File: config.mk
export PLATFORM = sky130hd
export DESIGN_NAME = i2c_frame_timer
export DESIGN_NICKNAME = d
export VERILOG_FILES = /design/src/rtl/i2c_pkg.sv /design/src/rtl/flex_counter.sv /design/src/rtl/i2c_frame_timer.sv
export SDC_FILE = /design/constraint.sdc
export NUM_CORES = 1
export LEC_CHECK = 0
export ABC_AREA = 1
export CAP_MARGIN = 30
export CORE_ASPECT_RATIO = 1.5
export CORE_MARGIN = 2
export CORE_UTILIZATION = 54
export CTS_BUF_LIST = sky130_fd_sc_hd__clkbuf_4
export DETAILED_ROUTE_END_ITERATION = 7
export GPL_ROUTABILITY_DRIVEN = 0
export GPL_TIMING_DRIVEN = 0
export HOLD_SLACK_MARGIN = 0.08
export PLACE_DENSITY = 0.92
export SETUP_SLACK_MARGIN = 0.02
export SYNTH_ARGS = -nofsm -noshare
export SYNTH_HDL_FRONTEND = slang
export SYNTH_SLANG_ARGS = --single-unit
File: constraint.sdc
create_clock -name clk -period 1.4 [get_ports clk]
set_input_delay 0.21 -clock clk [delete_from_list [all_inputs] [get_ports clk]]
set_output_delay 0.21 -clock clk [all_outputs]
set_load 0.1 [all_outputs]
File: src/rtl/i2c_pkg.sv
// Shared definitions for the I2C frame timer.
//   state_t            : frame timer FSM states
//   DEF_DATA_BITS      : default data bits per byte (before the ACK slot)
//   DEF_BYTE_CNT_BITS  : default width of the per-transfer byte counter
package i2c_pkg;

  typedef enum logic [2:0] {
    IDLE      = 3'd0,
    DATA      = 3'd1,
    WAIT_FALL = 3'd2,
    ACK_SETUP = 3'd3,
    ACK_HIGH  = 3'd4,
    ACK_END   = 3'd5,
    WAIT_STOP = 3'd6
  } state_t;

  localparam int DEF_DATA_BITS     = 8;
  localparam int DEF_BYTE_CNT_BITS = 4;

endpackage

File: src/rtl/flex_counter.sv
// Simple up-counter used as the frame timer's bit counter.
//   clk          : clock, rising edge
//   n_rst        : asynchronous active-low reset
//   clear        : synchronous clear to 0 (wins over count_enable)
//   count_enable : increment by one this cycle
//   count_out    : current count
module flex_counter #(
  parameter int NUM_CNT_BITS = 4
) (
  input  logic                    clk,
  input  logic                    n_rst,
  input  logic                    clear,
  input  logic                    count_enable,
  output logic [NUM_CNT_BITS-1:0] count_out
);

  always_ff @(posedge clk or negedge n_rst) begin
    if (!n_rst) begin
      count_out <= '0;
    end else if (clear) begin
      count_out <= '0;
    end else if (count_enable) begin
      count_out <= count_out + NUM_CNT_BITS'(1);
    end
  end

endmodule

File: src/rtl/i2c_frame_timer.sv
// I2C slave frame timer: tracks bit/ACK timing of each byte between START
// and STOP from pre-detected SCL edge and START/STOP pulses.
//   clk, n_rst                         : clock / async active-low reset
//   rising_edge_found/falling_edge_found : one-cycle SCL edge pulses
//   start_found/stop_found             : one-cycle START/STOP pulses
//   sda_sync                           : synchronised SDA, sampled at ACK rise
//   shift_strobe                       : pulse per data-bit SCL rise
//   byte_received                      : pulse per completed byte
//   ack_prep                           : level, high during ACK setup
//   check_ack / ack_done               : pulses at ACK-slot SCL rise / fall
//   nack_found                         : pulse when SDA high at ACK rise
//   frame_abort                        : pulse on START/STOP inside a byte
//   byte_count                         : bytes acked since last START (saturating)
//   bus_busy                           : level, high from START until STOP
module i2c_frame_timer
  import i2c_pkg::*;
#(
  parameter int DATA_BITS     = DEF_DATA_BITS,
  parameter int BYTE_CNT_BITS = DEF_BYTE_CNT_BITS
) (
  input  logic                     clk,
  input  logic                     n_rst,
  input  logic                     rising_edge_found,
  input  logic                     falling_edge_found,
  input  logic                     start_found,
  input  logic                     stop_found,
  input  logic                     sda_sync,
  output logic                     shift_strobe,
  output logic                     byte_received,
  output logic                     ack_prep,
  output logic                     check_ack,
  output logic                     ack_done,
  output logic                     nack_found,
  output logic                     frame_abort,
  output logic [BYTE_CNT_BITS-1:0] byte_count,
  output logic                     bus_busy
);

  localparam int               CW       = $clog2(DATA_BITS + 1);
  localparam logic [CW-1:0]    LAST_BIT = CW'(DATA_BITS - 1);

  function automatic logic [BYTE_CNT_BITS-1:0] sat_inc(input logic [BYTE_CNT_BITS-1:0] v);
    return (&v) ? v : v + BYTE_CNT_BITS'(1);
  endfunction

  state_t                   state, next_state;
  logic [CW-1:0]            bit_count;
  logic                     cnt_clear, cnt_en;
  logic                     nack_q, nack_nxt;
  logic [BYTE_CNT_BITS-1:0] byte_count_nxt;
  logic                     shift_nxt, byte_rx_nxt, ack_prep_nxt, check_nxt;
  logic                     done_nxt, nack_found_nxt, abort_nxt, busy_nxt;
  logic                     rise, fall, mid_byte;

  // A simultaneous rise and fall is treated as a rise only.
  assign rise = rising_edge_found;
  assign fall = falling_edge_found & ~rising_edge_found;

  // Inside a partially shifted byte: in DATA the counter never reaches
  // DATA_BITS, so any non-zero count means bits have been shifted.
  assign mid_byte = ((state == DATA) && (bit_count != '0)) || (state == WAIT_FALL);

  flex_counter #(.NUM_CNT_BITS(CW)) u_bit_counter (
    .clk          (clk),
    .n_rst        (n_rst),
    .clear        (cnt_clear),
    .count_enable (cnt_en),
    .count_out    (bit_count)
  );

  // State and registered outputs.
  always_ff @(posedge clk or negedge n_rst) begin
    if (!n_rst) begin
      state         <= IDLE;
      nack_q        <= 1'b0;
      byte_count    <= '0;
      shift_strobe  <= 1'b0;
      byte_received <= 1'b0;
      ack_prep      <= 1'b0;
      check_ack     <= 1'b0;
      ack_done      <= 1'b0;
      nack_found    <= 1'b0;
      frame_abort   <= 1'b0;
      bus_busy      <= 1'b0;
    end else begin
      state         <= next_state;
      nack_q        <= nack_nxt;
      byte_count    <= byte_count_nxt;
      shift_strobe  <= shift_nxt;
      byte_received <= byte_rx_nxt;
      ack_prep      <= ack_prep_nxt;
      check_ack     <= check_nxt;
      ack_done      <= done_nxt;
      nack_found    <= nack_found_nxt;
      frame_abort   <= abort_nxt;
      bus_busy      <= busy_nxt;
    end
  end

  // Next state: STOP beats START beats SCL edges.
  always_comb begin
    next_state = state;
    if (state == IDLE) begin
      if (start_found) next_state = DATA;
    end else if (stop_found) begin
      next_state = IDLE;
    end else if (start_found) begin
      next_state = DATA;
    end else begin
      case (state)
        DATA:      if (rise && (bit_count == LAST_BIT)) next_state = WAIT_FALL;
        WAIT_FALL: if (fall) next_state = ACK_SETUP;
        ACK_SETUP: if (rise) next_state = ACK_HIGH;
        ACK_HIGH:  if (fall) next_state = nack_q ? WAIT_STOP : ACK_END;
        ACK_END:   next_state = DATA;
        WAIT_STOP: next_state = WAIT_STOP;
        default:   next_state = IDLE;
      endcase
    end
  end

  // Output / datapath next values.
  always_comb begin
    cnt_clear      = 1'b0;
    cnt_en         = 1'b0;
    nack_nxt       = nack_q;
    byte_count_nxt = byte_count;
    shift_nxt      = 1'b0;
    byte_rx_nxt    = 1'b0;
    check_nxt      = 1'b0;
    done_nxt       = 1'b0;
    nack_found_nxt = 1'b0;
    abort_nxt      = 1'b0;
    if (state == IDLE) begin
      if (start_found) begin
        cnt_clear      = 1'b1;
        byte_count_nxt = '0;
        nack_nxt       = 1'b0;
      end
    end else if (stop_found) begin
      abort_nxt = mid_byte;
      cnt_clear = 1'b1;
      nack_nxt  = 1'b0;
    end else if (start_found) begin
      abort_nxt      = mid_byte;
      cnt_clear      = 1'b1;
      byte_count_nxt = '0;
      nack_nxt       = 1'b0;
    end else begin
      case (state)
        DATA: begin
          cnt_en    = rise;
          shift_nxt = rise;
        end
        WAIT_FALL: byte_rx_nxt = fall;
        ACK_SETUP: begin
          if (rise) begin
            check_nxt      = 1'b1;
            nack_nxt       = sda_sync;
            nack_found_nxt = sda_sync;
          end
        end
        ACK_HIGH: done_nxt = fall;
        ACK_END: begin
          byte_count_nxt = sat_inc(byte_count);
          cnt_clear      = 1'b1;
        end
        default: ;
      endcase
    end
    ack_prep_nxt = (next_state == ACK_SETUP);
    busy_nxt     = (next_state != IDLE);
  end

endmodule

# [Word-level counts from Yosys, hierarchy flattened]
# Index checks and enable logic that the tools add are counted.
[word_totals] register_bits=20 in_bits=7 out_inout_bits=12
[op_classes] addsub=2 eq_ne=11 mux=54 bitwise=2 n_reduce_logical=13
[op_table] cell="$mux 1" count=36
[op_table] cell="$mux 4" count=8
[op_table] cell="$mux 3" count=8
[op_table] cell="$pmux 3 s6" count=1
[op_table] cell="$reduce_bool 3->1" count=4
[op_table] cell="$eq 3x2->1 const B" count=3
[op_table] cell="$eq 3x3->1 const B" count=3
[op_table] cell="$add 4x1->4 const B" count=2
[op_table] cell="$reduce_and 4->1" count=2
[op_table] cell="$eq 4x3->1 const B" count=1
[op_table] cell="$reduce_bool 4->1" count=1
[op_table] cell="$eq 3x1->1 const B" count=1
[op_table] cell="$logic_not 3->1" count=1
[op_table] cell="$ne 3x3->1 const B" count=1
[op_table] cell="$reduce_and 3->1" count=1
[op_table] cell="$logic_and 1x1->1" count=2
[op_table] cell="$mux 2" count=1
[op_table] cell="$ne 2x1->1 const B" count=1
[op_table] cell="$ne 2x2->1 const B" count=1
[op_table] cell="$reduce_bool 2->1" count=1
[op_table] cell="$and 1x1->1" count=1
[op_table] cell="$logic_or 1x1->1" count=1
[op_table] cell="$not 1->1" count=1

# [Depth between registers and ports, before layout]
# Gate-level depths: netlist of the first run.
[depth] word_depth=8 mapped_depth=9

# [Hierarchy]
# From an unflattened synthesis of the first run, not the netlist that was laid out.
[unflattened] hier_cells=133 area_unflattened_um2=1072.3
[modules_own_cells] mod="i2c_frame_timer" n_inst=1 cells_per_inst=109 area_each_um2=870.8 seq_area_each_um2=400.4
[modules_own_cells] mod="flex_counter" n_inst=1 cells_per_inst=24 area_each_um2=201.4 seq_area_each_um2=100.1

# [Least setup slack after synthesis of the first run]
# Ideal clock, no wire load.
[synth_timing] path_kind="flip-flop to flip-flop" startpoint="register byte_count[0]" endpoint="register byte_count[3]" arrival_ps=1801 path_slack_ps=-522 stages_incl_launch_ff=9 synth_period_minus_slack_ps=1922 cell_sequence="dfrtp_1 ha_1 nand2_1 nor2_1 o21ai_1 nand2_2 clkinv_2 nand2_1 o21ai_2"
[synth_between] elab_chain_cells=6 word_cells_on_any_way=9
[synth_rtl] item="start, declared" line="i2c_frame_timer.sv:35" rtl="output logic [BYTE_CNT_BITS-1:0] byte_count,"
[synth_rtl] item="start signal, assigned" line="i2c_frame_timer.sv:88" rtl="byte_count <= byte_count_nxt;"
[synth_rtl] item="$add 4x1->4" line="i2c_frame_timer.sv:43" rtl="return (&v) ? v : v + BYTE_CNT_BITS'(1);"
[synth_rtl] item="$mux 4" line="i2c_frame_timer.sv:43"
[synth_rtl] item="$mux 4" line="i2c_frame_timer.sv:150" rtl="case (state)"
[synth_rtl] item="$mux 4" line="i2c_frame_timer.sv:144" rtl="end else if (start_found) begin"
[synth_rtl] item="$mux 4" line="i2c_frame_timer.sv:140" rtl="end else if (stop_found) begin"
[synth_rtl] item="$mux 4" line="i2c_frame_timer.sv:134" rtl="if (state == IDLE) begin"
# Several ways; a longest one is shown, not always the timed one. The select of a mux whose other input is x is not followed.
# A chain may end at the register's enable or synchronous reset.

# [Worst setup path in the final report of the first run]
[layout_timing] startpoint="register state[1]" endpoint="register u_bit_counter.count_out[2]"
[layout_between] elab_chain_cells=6 word_cells_on_any_way=13
[layout_rtl] item="start, declared" line="i2c_frame_timer.sv:46" rtl="state_t state, next_state;"
[layout_rtl] item="start signal, assigned" line="i2c_frame_timer.sv:86" rtl="state <= next_state;"
[layout_rtl] item="$eq 3x1->1" line="i2c_frame_timer.sv:150"
[layout_rtl] item="$mux 1" line="i2c_frame_timer.sv:150"
[layout_rtl] item="$mux 1" line="i2c_frame_timer.sv:144"
[layout_rtl] item="$mux 1" line="i2c_frame_timer.sv:140"
[layout_rtl] item="$mux 1 *" line="i2c_frame_timer.sv:134"
[layout_rtl] item="net cnt_en" line="i2c_frame_timer.sv:48" rtl="logic cnt_clear, cnt_en;"
[layout_rtl] item="$reduce_bool 2->1 (no line) *"
[layout_rtl] item="end signal, assigned" line="flex_counter.sv:23" rtl="count_out <= count_out + NUM_CNT_BITS'(1);"
[layout_rtl] item="end, declared" line="flex_counter.sv:14" rtl="output logic [NUM_CNT_BITS-1:0] count_out"
# Mark *: on every way through the listed nets, which the timed path passes. The rest lies on a longest branch.

==> metrics.txt, run 1 <==
Internal 894 uW; Clk pin slew, worst setup/hold paths 110 ps; vias in the first global route 985; H-tree levels 1; I/O pin total 19; first-pass GRT wire length 3940 microns; gr usage total 0.241; CTS Buffer Depth 2; #FFs+latches synth 20; Tcrit/Tclk final 1.02; area delta synth->final 35.3%; Slowest cell on crit path dfrtp_1; Crit. End Element register; non-filler instance count after layout 183; Overflow after GRT 0; Most common cell on crit path inv_2; vias per cell 5.63; Synthesis Warnings 0; Net Sw Frac 0.389; max-slew violations 0; switching power total 569 uW; RSZ-0062 raised after global routing yes; startpoint types register; Gate power share 0.355; Final #Nets 173; register area share after synthesis 0.464; worst setup margin -34.8 ps; worst ir drop on vdd 0.000944 V; worst setup path class register to register; Pre-Repair DR Iteration Count 6; CTS sink cnt 20; clock share of power 0.198; clk_skew 3.75 ps; status complete, but fails checks; sequential share of power 0.447; residual antenna-violating net count after detailed routing 0; power density cells 1000 nW/um^2; largest net degree at the start of global routing 21; syn avg cell area 8.23 sq um; fmax 697 MHz; HPWL after DPL 1780 microns; layout cells sized above 1 0.383; post-synthesis cell type count 27; # rows 19; worst-path cell chain inv_2, nand2_2, nor2_4, nand3_4, inv_2, nand2_1, o21ai_1, nor2_1; Slowest Stage Delay on Critical Path 460 ps; clk root buf clkbuf_4; Leakage 0.727 nW; die width 40.5 microns; hold-fix buffers at CTS 0; Critical Path RT 1610 ps; FILL cells 134; total core area 1850 sq um; Iter 0 DRT Violations 39; Bufs and invs on worst path 2; CTS Buf Count 3; Worst EP arrival 1650 ps; die area 2380 sq um; Syn Inst Count 131; dpl ws -376 ps; final hold slack 337 ps; hold crit path type primary input to register; sequential cell area 512 sq um; failing checks negative setup slack; Setup violations, final 1; clk_lat worst skew 310 ps; drt total wl 2750 microns; crit-path max FO 7; Via Count 1031; fin crit period 1430 ps; Syn Std Cell Area 1080 sq um; TritonCTS clock tree done; TNS Setup -34.8 ps; Multi-input gate area 567 sq um; initial antenna violation count 0; Final Hold Viols 0; Post-Syn Nets 141; Crit path max-delay family simple AND/OR/NAND/NOR gates; DP Cell Count 170; Die Y 58.7 microns; WL/cell 15.0 microns; DRC 0; initial core utilization 0.582; diodes inserted 0; worst slew pin tran 880 ps; Port Buffers 18; Max-Cap Viols 0; Rel. slew slack 0.411
==> path summary, 6_finish.rpt <==
| check | start | endpoint | slack, ps | cells after the start |
|---|---|---|---|---|
| max in group asynchronous | n_rst | byte_count[1]$_DFFE_PN0P_ | 380 | 1 |
| worst min-delay path | rising_edge_found | u_bit_counter.count_out[1]$_DFFE_PN0P_ | 340 | 3 |
| worst max-delay path | state[1]$_DFF_PN0_ | u_bit_counter.count_out[2]$_DFFE_PN0P_ | -30 | 8 |
| worst max register to register | state[1]$_DFF_PN0_ | u_bit_counter.count_out[2]$_DFFE_PN0P_ | -30 | 8 |
| min in group asynchronous | n_rst | byte_count[0]$_DFFE_PN0P_ | 380 | 1 |
| worst min register to register | u_bit_counter.count_out[3]$_DFFE_PN0P_ | u_bit_counter.count_out[3]$_DFFE_PN0P_ | 550 | 2 |
==> cells by family (layout without fill, tap and decap cells) <==
kind of cell / after synthesis / in the layout / synth area share
buffers and inverters: 23 / 54 / 0.0882
flip-flops: 20 / 20 / 0.464
XOR/XNOR: 2 / 2 / 0.0162
adder cells (fa/ha/maj): 3 / 3 / 0.0348
AO/OA/AOI/OAI: 17 / 17 / 0.0974
AND/OR/NAND/NOR: 66 / 66 / 0.299
==> power groups by stage <==
stage          clock, mW  combinational (mW)  sequential (mW)
3_5_place_dp           0               0.393            0.658
5_1_grt            0.317               0.552            0.656
3_3_place_gp           0               0.380            0.656
4_1_cts            0.280               0.409            0.650
6_report           0.290               0.520            0.654
2_1_floorplan          0               0.148            0.792
==> worst min-delay path, delay by kind of cell <==
kind | cells | cell delay (ps)
AO/OA/AOI/OAI | 1 | 70
AND/OR/NAND/NOR | 1 | 150
buffers and inverters | 1 | 190
==> sequential cells by signal (all words and copies together), names as in the netlist <==
name	flops
byte_count	4
frame_abort	1
bus_busy	1
u_bit_counter.count_out	4
ack_prep	1
check_ack	1
shift_strobe	1
state	3
ack_done	1
nack_q	1
byte_received	1
nack_found	1
==> stage by stage <==
stage	area (sq um)	util	total power, mW
after floorplan	1100	-	0.939
after global placement	1310	0.705	1.04
after detailed placement	1310	0.705	1.05
after CTS	1310	0.706	1.34
after global routing	1460	0.787	1.52
final	1460	0.787	1.46
==> cell type report <==
type                       instances  share of cell area
buffer                             1             0.00772
multi-input combinational         88               0.389
clock buffer                       3              0.0154
tap                               21              0.0180
clock inverter                     1             0.00257
inverter                          22              0.0600
sequential                        20               0.351
timing repair buffer              27               0.157
==> per-layer routing <==
layer / track usage / up-vias / part of all wire
met4: 0.181 / 0 / 0.051
met5: 0 / - / 0
met2: 0.385 / 37 / 0.56
met1: 0.249 / 492 / 0.35
met3: 0.0679 / 19 / 0.043
li1: - / 483 / -
==> cells in the final DEF (no fill, tap or decap), types with 2 or more instances in the layout <==
cell type        Yosys  routed
nand2_1             23      17
dfrtp_4              0       2
o21ai_0              3       3
inv_2                2       3
nor2_2               5       4
xor2_1               2       2
dfrtp_2              0       3
nand3_1              9       9
buf_2                0       8
nor3_2               1       2
nor3_1               5       4
nor2_1              13      11
a21oi_1              5       5
buf_4                0       8
dfrtp_1             20      15
nand2_4              1       3
buf_6                1       2
clkdlybuf4s50_1      0       5
inv_1               19      17
inv_4                0       2
o21ai_2              1       2
clkbuf_4             0       5
nand4_1              4       4
nor2_4               1       4
nand2_2              2       6
o21ai_1              4       3
buf_12               0       2
==> Yosys cell counts <==
| library cell | instances | area share |
|---|---|---|
| nand2_4 | 1 | 0.010 |
| nor2_2 | 5 | 0.029 |
| o21ai_0 | 3 | 0.014 |
| nor3_1 | 5 | 0.023 |
| nor2_1 | 13 | 0.045 |
| a211oi_2 | 1 | 0.012 |
| inv_1 | 19 | 0.066 |
| o211ai_1 | 1 | 0.0070 |
| ha_1 | 3 | 0.035 |
| or2_2 | 1 | 0.0058 |
| inv_2 | 2 | 0.0070 |
| nand2_2 | 2 | 0.012 |
| a21oi_1 | 5 | 0.023 |
| nor3_2 | 1 | 0.0093 |
| clkinv_2 | 1 | 0.0046 |
| o21bai_1 | 1 | 0.0070 |
| o21ai_2 | 1 | 0.0081 |
| nand2_1 | 23 | 0.080 |
| dfrtp_1 | 20 | 0.46 |
| o21ai_1 | 4 | 0.019 |
| nor2_4 | 1 | 0.010 |
| nand4_1 | 4 | 0.023 |
| xor2_1 | 2 | 0.016 |
| buf_6 | 1 | 0.010 |
| nand3_2 | 1 | 0.0093 |
| nand3_1 | 9 | 0.042 |
| a21oi_2 | 1 | 0.0081 |
==> repair_timing <==
item                       in CTS  in global routing
setup buffers                   2                  7
setup endpoints to repair      18                 14
resized for setup              67                 28
pin swaps                       4                 13
(Power assumes the default switching activity.)
==> run 2: changes to the inputs <==
--- a/config.mk
+++ b/config.mk
@@ -8,7 +8,6 @@
 export ABC_AREA = 1
 export CAP_MARGIN = 30
 export CORE_ASPECT_RATIO = 1.5
-export CORE_MARGIN = 2
 export CORE_UTILIZATION = 54
 export CTS_BUF_LIST = sky130_fd_sc_hd__clkbuf_4
 export DETAILED_ROUTE_END_ITERATION = 7
@@ -20,3 +19,4 @@
 export SYNTH_ARGS = -nofsm -noshare
 export SYNTH_HDL_FRONTEND = slang
 export SYNTH_SLANG_ARGS = --single-unit
+export TNS_END_PERCENT = 1
==> metrics.txt, run 2 (synthesized netlist as in run 1, its figures left out) <==
dpl ws -380 ps; clk root buf clkbuf_4; Crit. End Element register; residual antenna-violating net count after detailed routing 0; RSZ-0062 raised after global routing yes; final hold slack 375 ps; clock share of power 0.307; power density cells 1130 nW/um^2; Final Hold Viols 0; worst slew pin tran 869 ps; failing checks negative setup slack; crit-path max FO 8; Max-Cap Viols 0; worst setup path class register to register; Tcrit/Tclk final 1.01; final instance area 1390 sq um; sequential share of power 0.415; hold crit path type primary input to asynchronous set/reset pin; CTS Buf Count 3; worst ir drop on vdd 0.000725 V; CTS sink cnt 20; Setup violations, final 1; Die Y 56.7 microns; WL/cell 15.9 microns; Leakage 0.664 nW; Core Util, Final 0.749; largest net degree at the start of global routing 21; initial core utilization 0.582; Critical Path RT 1640 ps; first-pass GRT wire length 4000 microns; Largest regs byte_count x4, u_bit_counter.count_out x4, state x3; diodes inserted 0; Pre-Repair DR Iteration Count 4; Port Buffers 18; vias per cell 5.97; Slowest cell on crit path dfrtp_1; vias in the first global route 1005; clk_skew 9.47 ps; Final #Nets 165; H-tree levels 1; Net Sw Frac 0.356; Iter 0 DRT Violations 28; fin crit period 1420 ps; total core area 1850 sq um; Gate power share 0.277; I/O pin total 19; worst setup margin -20.1 ps; Via Count 1044; die area 2180 sq um; max-slew violations 0; fmax 704 MHz; most common library cell in the layout ignoring fill and taps nand2_1; Rel. slew slack 0.419; Overflow after GRT 0; FILL cells 152; Worst EP arrival 1660 ps; Internal 1.01 mW; switching power total 559 uW; status complete, but fails checks; # rows 19; HPWL after DPL 1710 microns; area delta synth->final 28.8%; layout cells sized above 1 0.318; worst-path cell chain buf_6, nor2_4, nand2_4, inv_2, nand2_1, nand2_2, inv_1, a211oi_2; cell area after placement 1310 sq um; gr usage total 0.259; startpoint types register; DRC 0; CTS Buffer Depth 2; clk_lat worst skew 310 ps; commonest non-fill, non-tap cells in the layout nand2_1, inv_1, dfrtp_1, nor2_1, nand3_1; drt total wl 2780 microns; Clk pin slew, worst setup/hold paths 120 ps; TritonCTS clock tree done; die width 38.5 microns; initial antenna violation count 0; Slowest Stage Delay on Critical Path 390 ps
==> run 2: cell count changes in the layout (fill, tap and decap cells not counted), sizes merged <==
cell / delta
clkbuf: -1
buf: -7
bufinv: +1
clkinv: -1
dlymetal6s2s: -1
clkdlybuf4s50: +1
==> run 2: area by class of cell <==
type                            count  area, sq um  share of cell area
Tap cell                           21         26.3              0.0189
Clock buffer                        3         22.5              0.0162
Multi-Input combinational cell     88          562               0.405
Sequential cell                    20          512               0.368
Inverter                           22         87.6              0.0631
Clock inverter                      1         30.0              0.0216
Buffer                              1         11.3             0.00811
Timing Repair Buffer               19          138              0.0991
==> run 2: metal layers <==
metal  wire, microns  track usage
met1             954        0.232
met2            1500        0.462
met3             155       0.0553
met4             173        0.187
met5               0            0
==> run 2: final timing paths <==
kind | cells after the start | to | from | slack [ps]
worst max-delay path | 8 | u_bit_counter.count_out[1]$_DFFE_PN0P_ | state[2]$_DFF_PN0_ | -20
worst min-delay path | 1 | byte_count[0]$_DFFE_PN0P_ | n_rst | 370
worst max register to register | 8 | u_bit_counter.count_out[1]$_DFFE_PN0P_ | state[2]$_DFF_PN0_ | -20
worst min register to register | 2 | u_bit_counter.count_out[3]$_DFFE_PN0P_ | u_bit_counter.count_out[3]$_DFFE_PN0P_ | 540
max in group asynchronous | 1 | byte_count[1]$_DFFE_PN0P_ | n_rst | 400
min in group clk | 3 | nack_found$_DFF_PN0_ | sda_sync | 470
==> run 2: power groups by stage <==
stage          combinational (mW)  clock, mW  sequential (mW)
4_1_cts                     0.397      0.484            0.649
5_1_grt                     0.460      0.505            0.656
3_3_place_gp                0.380          0            0.656
2_1_floorplan               0.148          0            0.792
6_report                    0.436      0.483            0.653
3_5_place_dp                0.392          0            0.659
==> run 2: worst max-delay path, delay by kind of cell, from the launching register on <==
kind            cells  cell delay, ps
flops               1             390
buf+inv             3             320
compound gates      1             190
simple gates        4             450
==> run 2: repair_timing <==
action	in CTS	in global routing
hold buffers	0	0
endpoints found under the setup margin	18	15
pin swaps	2	6
setup buffers	0	1
resized for setup	67	15
==> run 2: through the flow <==
stage	setup TNS (ps)	total power, mW	instances
after floorplan	-46.2	0.939	131
after global placement	-4780	1.04	170
after detailed placement	-5800	1.05	170
after CTS	-24.1	1.53	174
after global routing	-275	1.62	175
final	-20.1	1.57	175
==> run 3: changes to the inputs <==
--- a/config.mk
+++ b/config.mk
@@ -7,14 +7,13 @@
 export LEC_CHECK = 0
 export ABC_AREA = 1
 export CAP_MARGIN = 30
-export CORE_ASPECT_RATIO = 1.5
-export CORE_UTILIZATION = 54
+export CORE_UTILIZATION = 58
 export CTS_BUF_LIST = sky130_fd_sc_hd__clkbuf_4
 export DETAILED_ROUTE_END_ITERATION = 7
 export GPL_ROUTABILITY_DRIVEN = 0
 export GPL_TIMING_DRIVEN = 0
 export HOLD_SLACK_MARGIN = 0.08
-export PLACE_DENSITY = 0.92
+export PLACE_DENSITY = 0.95
 export SETUP_SLACK_MARGIN = 0.02
 export SYNTH_ARGS = -nofsm -noshare
 export SYNTH_HDL_FRONTEND = slang
==> constraint.sdc (replaced) <==
create_clock -name clk -period 1.67 [get_ports clk]
set_input_delay 0.2505 -clock clk [delete_from_list [all_inputs] [get_ports clk]]
set_output_delay 0.2505 -clock clk [all_outputs]
set_load 0.1 [all_outputs]
==> metrics.txt, run 3 (synthesized netlist as in run 1, its figures left out) <==
Iter 0 DRT Violations 26; residual antenna-violating net count after detailed routing 0; first-pass GRT wire length 3540 microns; CTS Buffer Depth 2; Worst EP arrival 1300 ps; final instance area 1340 sq um; startpoint types register; Clk pin slew, worst setup/hold paths 110 ps; sequential cell area 505 sq um; DRC 0; Die Y 45.1 microns; fmax 645 MHz; Pre-Repair DR Iteration Count 4; area delta synth->final 24.2%; Bufs and invs on worst path 1; Crit. End Element primary output; Final #Nets 164; diodes inserted 0; worst slew pin tran 819 ps; Tcrit/Tclk final 0.928; Max-Cap Viols 0; Via Count 949; commonest non-fill, non-tap cells in the layout nand2_1, inv_1, dfrtp_1, nor2_1, clkdlybuf4s15_2; Post-CTS Setup Bufs 0; clk root buf clkbuf_4; Crit path max-delay family buffers and inverters; die width 45.1 microns; WL/cell 12.1 microns; H-tree levels 1; # rows 15; hold-fix buffers at CTS 0; hold crit path type primary input to asynchronous set/reset pin; max-slew violations 0; CTS sink cnt 20; initial core utilization 0.625; status finished clean; vias in the first global route 874; Slowest Stage Delay on Critical Path 570 ps; Rel. slew slack 0.452; Slowest cell on crit path clkdlybuf4s15_2; largest net degree at the start of global routing 21; clk_skew 10.9 ps; worst-path cell chain clkdlybuf4s15_2; Critical Path RT 1420 ps; Largest regs byte_count x4, u_bit_counter.count_out x4, state x3; power density cells 824 nW/um^2; cell area after placement 1290 sq um; PnR Total Power 1.10 mW; gr usage total 0.246; crit-path max FO 5; HPWL after DPL 1600 microns; worst setup path class register to primary output; die area 2040 sq um; fin crit period 1550 ps; RSZ-0062 raised after global routing no; cts repair resizes 36; FILL cells 123; Setup violations, final 0; Final Hold Viols 0; vias per cell 5.33; dpl ws -106 ps; layout cells sized above 1 0.255; I/O pin total 19; Port Buffers 18; Overflow after GRT 0; drt total wl 2150 microns; clk_lat worst skew 310 ps; most common library cell in the layout ignoring fill and taps nand2_1; Multi-input gate area 483 sq um; worst setup margin 120 ps; Leakage 0.626 nW; initial antenna violation count 0; CTS Buf Count 3; worst ir drop on vdd 0.000638 V; total core area 1730 sq um; TritonCTS clock tree done
## run 3: power by group
part,leakage (nW),internal [mW],switching [mW],total (mW)
combinational,0.340,0.0805,0.239,0.320
clock,0.0184,0.110,0.140,0.249
sequential,0.268,0.509,0.0268,0.535
total,0.626,0.699,0.406,1.10
## run 3: area by class of cell
class,count,share of cell area
plain buffers,1,0.00840
repair buffers,18,0.146
clock buffers,4,0.0224
multi-input cells,88,0.360
inverters,22,0.0626
well taps,25,0.0233
flip-flops and latches,20,0.377
## run 3: metal layers
layer | wire, microns | track usage
met1 | 930 | 0.291
met2 | 1090 | 0.435
met3 | 94 | 0.0400
met4 | 38 | 0.109
met5 | 0 | 0
## run 3: path summary, 6_finish.rpt
check | start | to | slack (ps) | cells after the start
max in group asynchronous | n_rst | byte_count[0]$_DFFE_PN0P_ | 710 | 1
min | n_rst | state[2]$_DFF_PN0_ | 410 | 1
min reg2reg | byte_count[0]$_DFFE_PN0P_ | byte_count[0]$_DFFE_PN0P_ | 570 | 2
max | byte_count[2]$_DFFE_PN0P_ | byte_count[2] | 120 | 1
max reg2reg | state[1]$_DFF_PN0_ | u_bit_counter.count_out[2]$_DFFE_PN0P_ | 210 | 8
min in group clk | sda_sync | nack_found$_DFF_PN0_ | 500 | 3
## run 3: per-stage QoR
stage	TNS, ps	cells	utilization	hold WS, ps
after floorplan	0	131	-	-45.1
after global placement	-360	174	0.750	517
after detailed placement	-535	174	0.750	540
after CTS	0	178	0.776	447
after global routing	0	178	0.776	501
final	0	178	0.776	405
